`src/rtl/octree_rom_arbiter.sv`:
```
// Round-robin arbiter sharing one synchronous octant ROM read port between NUM_REQ traversal units.
// Optional address bounds check: define OCTREE_ARB_BOUNDS_EN.
module octree_rom_arbiter #(
   parameter int unsigned NUM_REQ       = 2,
   parameter int unsigned ADDRESS_WIDTH = 32,
   parameter int unsigned DATA_WIDTH    = 32,
   parameter int unsigned ROM_DEPTH     = 38
) (
   input  logic                             clk,
   input  logic                             rst_n,
   input  logic [NUM_REQ-1:0]               req_valid,
   input  logic [NUM_REQ*ADDRESS_WIDTH-1:0] req_addr,
   output logic [NUM_REQ-1:0]               req_ready,
   output logic [NUM_REQ-1:0]               rsp_valid,
   input  logic [NUM_REQ-1:0]               rsp_ready,
   output logic [DATA_WIDTH-1:0]            rsp_data,
   output logic                             rsp_err,
   output logic [ADDRESS_WIDTH-1:0]         rom_addr,
   output logic                             rom_ren,
   input  logic [DATA_WIDTH-1:0]            rom_dout
);

   localparam int unsigned PTR_W = (NUM_REQ > 1) ? $clog2(NUM_REQ) : 1;

   if (NUM_REQ < 2 || NUM_REQ > 8 || ROM_DEPTH == 0) begin : g_bad_cfg
      $error("octree_rom_arbiter: unsupported parameter set");
   end

   typedef enum logic {IDLE, RESP} state_t;

   state_t                   state;
   logic [PTR_W-1:0]         rr_ptr;
   logic [PTR_W-1:0]         owner;
   logic                     acc;
   logic                     found;
   logic                     grant;
   logic                     in_range;
   logic [PTR_W-1:0]         win;
   logic [ADDRESS_WIDTH-1:0] win_addr;

   // No accepts while reset is asserted, since the handshake would be lost.
   assign acc   = rst_n && ((state == IDLE) || rsp_ready[owner]);
   assign grant = acc && found;

   // Round-robin winner search starting just after the last grant.
   always_comb begin
      int unsigned      j;
      logic [PTR_W-1:0] idx;
      found    = 1'b0;
      win      = '0;
      win_addr = '0;
      j        = 0;
      idx      = '0;
      for (int unsigned k = 1; k <= NUM_REQ; k++) begin
         j   = (32'(rr_ptr) + k) % NUM_REQ;
         idx = PTR_W'(j);
         if (!found && req_valid[idx]) begin
            found = 1'b1;
            win   = idx;
         end
      end
      for (int unsigned i = 0; i < NUM_REQ; i++) begin
         if (win == PTR_W'(i)) begin
            win_addr = req_addr[i*ADDRESS_WIDTH +: ADDRESS_WIDTH];
         end
      end
   end

   always_comb begin
      req_ready = '0;
      rsp_valid = '0;
      rom_ren   = 1'b0;
      rom_addr  = '0;
      if (grant) begin
         req_ready[win] = 1'b1;
         rom_ren        = in_range;
         rom_addr       = win_addr;
      end
      if (state == RESP) begin
         rsp_valid[owner] = 1'b1;
      end
   end

   always_ff @(posedge clk) begin
      if (!rst_n) begin
         state  <= IDLE;
         rr_ptr <= PTR_W'(NUM_REQ - 1);
         owner  <= '0;
      end else if (grant) begin
         state  <= RESP;
         owner  <= win;
         rr_ptr <= win;
      end else if (state == RESP && rsp_ready[owner]) begin
         state  <= IDLE;
      end
   end

`ifdef OCTREE_ARB_BOUNDS_EN
   localparam logic [ADDRESS_WIDTH-1:0] DEPTH_A = ADDRESS_WIDTH'(ROM_DEPTH);

   logic err_q;

   // Out-of-range reads skip the ROM and answer with zero data plus an error flag.
   assign in_range = (win_addr < DEPTH_A);

   always_ff @(posedge clk) begin
      if (!rst_n) begin
         err_q <= 1'b0;
      end else if (grant) begin
         err_q <= !in_range;
      end
   end

   assign rsp_err  = (state == RESP) && err_q;
   assign rsp_data = ((state == RESP) && !err_q) ? rom_dout : '0;
`else
   assign in_range = 1'b1;
   assign rsp_err  = 1'b0;
   assign rsp_data = (state == RESP) ? rom_dout : '0;
`endif

endmodule
```
`config.mk`:
```
export PLATFORM = sky130hd
export DESIGN_NAME = octree_rom_arbiter
export DESIGN_NICKNAME = d
export VERILOG_FILES = /design/src/rtl/octree_rom_arbiter.sv
export SDC_FILE = /design/constraint.sdc
export NUM_CORES = 1
export LEC_CHECK = 0
export ABC_CLOCK_PERIOD_IN_PS = 1440
export BUFFER_PORTS_ARGS = -buffer_cell sky130_fd_sc_hd__buf_2
export CAP_MARGIN = 20
export CORE_ASPECT_RATIO = 0.75
export CORE_MARGIN = 8
export CORE_UTILIZATION = 25
export CTS_CLUSTER_DIAMETER = 100
export DETAILED_ROUTE_END_ITERATION = 10
export PLACE_DENSITY_LB_ADDON = 0.15
export SETUP_SLACK_MARGIN = 0.2
export SYNTH_ARGS = -nofsm -noshare
export SYNTH_HDL_FRONTEND = slang
export SYNTH_SLANG_ARGS = --single-unit
```
`constraint.sdc`:
```
create_clock -name clk -period 1.44 [get_ports clk]
set_clock_uncertainty 0.2 [all_clocks]
set_input_delay 0.288 -clock clk [delete_from_list [all_inputs] [get_ports clk]]
set_output_delay 0.288 -clock clk [all_outputs]
set_load 0.02 [all_outputs]
```
==> run_results.csv <==
group,metric,value,unit
grt,grt_pass1_vias,1905,
finish,final_util,71.9,%
sta,finalCritPeriodShare,133,%
yosys,syn_avg_cell_area,6.19,sq um
power_and_ir_drop,ir_drop,0.331,mV
sta,worst_slack,-0.477,ns
worst_setup_path,crit_path_max_fanout,13,
worst_setup_path,cp-end-kind,"output port",
clock_network,clkLatencyLatePin,0.22,ns
finish,fillCellCount,286,
yosys,synth.distinct_cells,24,
sta,final.setup.tns,-21.28,ns
yosys,synth_edf_count,0,
floorplanning,die_x,90.0,um
placed_design,dp_slack,-0.302,ns
floorplanning,start_util,25.7,%
grt,met3_usage,8.35,%
clock_network,clk_pin_slew,0.03,ns
worst_setup_path,worstRegToRegCells,4,
power_and_ir_drop,seqPwrFrac,6.8,%
grt,met1_usage,19.1,%
sta,slew_viol_final,0,
grt,grt_first_pass_wirelength,9840,um
power_and_ir_drop,combPwrFrac,76.3,%
yosys,synth-async-reset-ratio,0,%
yosys,yosysTopAreaCellShare,24.1,%
detailed_routing,drt_iter0_drc,60,
finish,drive_above_1_share,78.7,%
floorplanning,dieArea,6440,sq um
run_status,violations,"setup timing",
placed_design,dp.final_hpwl,4640,um
worst_setup_path,path_class,"flop to output port",
yosys,ys.flop_type,"dfxtp_1",
sta,timing.hold.ws,0.143,ns
detailed_routing,vias,1854,
yosys,synthTopCellsByArea,"nand2_1 24%, a21oi_2 23%, and2_1 19%, dfxtp_1 5.8%, buf_2 2.9%",
finish,antennaDiodeCount,0,
floorplanning,dieHeight,71.5,um
yosys,synth_area,1030,sq um
min_path,hold_depth,2,
clock_network,holdBufCountCts,0,
yosys,ys_seq_area_share,5.85,%
power_and_ir_drop,p_int,0.878,mW
worst_setup_path,cp_data_arrival_time,1.43,ns
finish,final_nets,451,
grt,use_met2,33.8,%
power_and_ir_drop,power.switching,0.602,mW
clock_network,cts-root-buf,"clkbuf_8",
finish,syn_to_final_growth,180,%
finish,multi_input_area,1050,sq um
sta,fin_crit,1.92,ns
clock_network,cts_sinks,3,
power_and_ir_drop,p_clk_share,16.9,%
detailed_routing,final_antenna_net_count,0,
power_and_ir_drop,p_leak,1.47,nW
run_status,status,"complete, but fails checks",
floorplanning,row_count,20,
power_and_ir_drop,swShare,40.7,%
finish,ff_latch_area,65.1,sq um
detailed_routing,drc,0,
grt,grt_max_degree,27,
min_path,hold_path.class,"primary input to flop",
yosys,yosysTopAreaCell,"nand2_1",
sta,final-setup-viol-count,71,
detailed_routing,dr.pass1.iters,4,
yosys,synth-seq-cells,3,
detailed_routing,vias_per_cell,4.60,
yosys,netlist_instances,166,
worst_setup_path,cp-start-kind,"flop",
clock_network,cts_buffers,3,
grt,track_usage,18.4,%
floorplanning,io_pins,172,
yosys,yosysWarnings,0,
grt,grt.busiest_layer,"met2",
power_and_ir_drop,power.total,1.48,mW
clock_network,cts_tree,"done",
floorplanning,coreArea,4000,sq um
sta,rsz0062_at_grt,"true",
sta,hold_viol,0,
worst_setup_path,critPathRequiredTime,0.95,ns
placed_design,placement.io_buffers,170,
power_and_ir_drop,power_density,514,nW/um^2
grt,grt_overflow,0,
detailed_routing,wl,6910,um
yosys,synth_most_common_cell,"nand2_1",
clock_network,h-tree-depth,1,
job,cap_violations,0,
grt,antenna_found_initial,0,
sta,fmax,522,MHz
clock_network,cts_max_path_buffers,2,
yosys,syn_nets,268,
detailed_routing,wl_per_cell,17.1,um
yosys,synth_common_cells,"66 x nand2_1, 32 x and2_1, 27 x a21oi_2, 6 x buf_2, 5 x a21oi_1",
placed_design,place.gp.congestion,0.789,
==> through the flow <==
stage	cells	instance area, sq um
2_1_floorplan	166	1170
3_3_place_gp	387	2040
3_5_place_dp	387	2040
4_1_cts	397	2560
5_1_grt	403	2880
6_report	403	2880
==> critical path, stage by stage, from the launching register on <==
cell	delay, ns
dfxtp_2	0.33
mux2i_4	0.19
a21o_4	0.25
buf_12	0.16
a21oi_2	0.11
buf_4	0.16
==> cell usage in the layout (no fill, tap or decap), types with 2 or more instances in the layout <==
cell type / instances
a21oi_2: 21
a21oi_4: 11
and2_4: 34
buf_12: 5
buf_16: 4
buf_2: 101
buf_4: 16
buf_6: 65
clkbuf_16: 3
clkbuf_8: 3
nand2_1: 66
nor2_4: 2
==> sequential cells by signal (all words and copies together), names as in the netlist <==
signal	cells
rr_ptr	1
owner	1
state	1
==> kinds of logic after synthesis <==
group / share of synthesized area, %
simple gates: 48.1
other cells: 0.365
mux: 1.95
compound gates: 31.2
buf+inv: 12.5
flops: 5.85
==> power by group through the flow <==
stage / clock, mW / sequential, mW / combinational, mW
final: 0.249 / 0.101 / 1.13
after detailed placement: 0 / 0.0973 / 0.786
after global routing: 0.265 / 0.101 / 1.20
after global placement: 0 / 0.0976 / 0.780
after CTS: 0.252 / 0.0981 / 0.981
after floorplan: 0 / 0.0969 / 0.509
==> what timing repair did <==
item                                   in CTS  in global routing
gates resized for setup                   114                 56
cloned                                      4                  4
setup endpoints to repair                  72                 72
endpoints found under the hold margin       0                  0
pin swaps                                   2                  1
buffers inserted                            2                  2
==> area by class of cell <==
cell class,instances,share of cell area (%)
well taps,55,2.39
clock buffers,4,1.57
multi-input cells,145,36.4
flip-flops and latches,3,2.26
repair buffers,194,57.1
inverters,2,0.261
==> path summary, 6_finish.rpt <==
check / start / to / slack [ns]
worst max-delay path: owner$_SDFFE_PN0P_ / rom_addr[21] / -0.48
worst min-delay path: req_valid[1] / state$_SDFFE_PN0P_ / 0.14
worst max register to register: owner$_SDFFE_PN0P_ / owner$_SDFFE_PN0P_ / -0.08
worst min register to register: rr_ptr$_SDFFE_PN1P_ / rr_ptr$_SDFFE_PN1P_ / 0.40
==> routing by layer <==
metal / up-vias / share of wire (%)
met2: 118 / 50
met3: 11 / 10
met1: 831 / 38
met4: 0 / 1.8
li1: 894 / -
met5: - / 0
(Power assumes the default switching activity.)
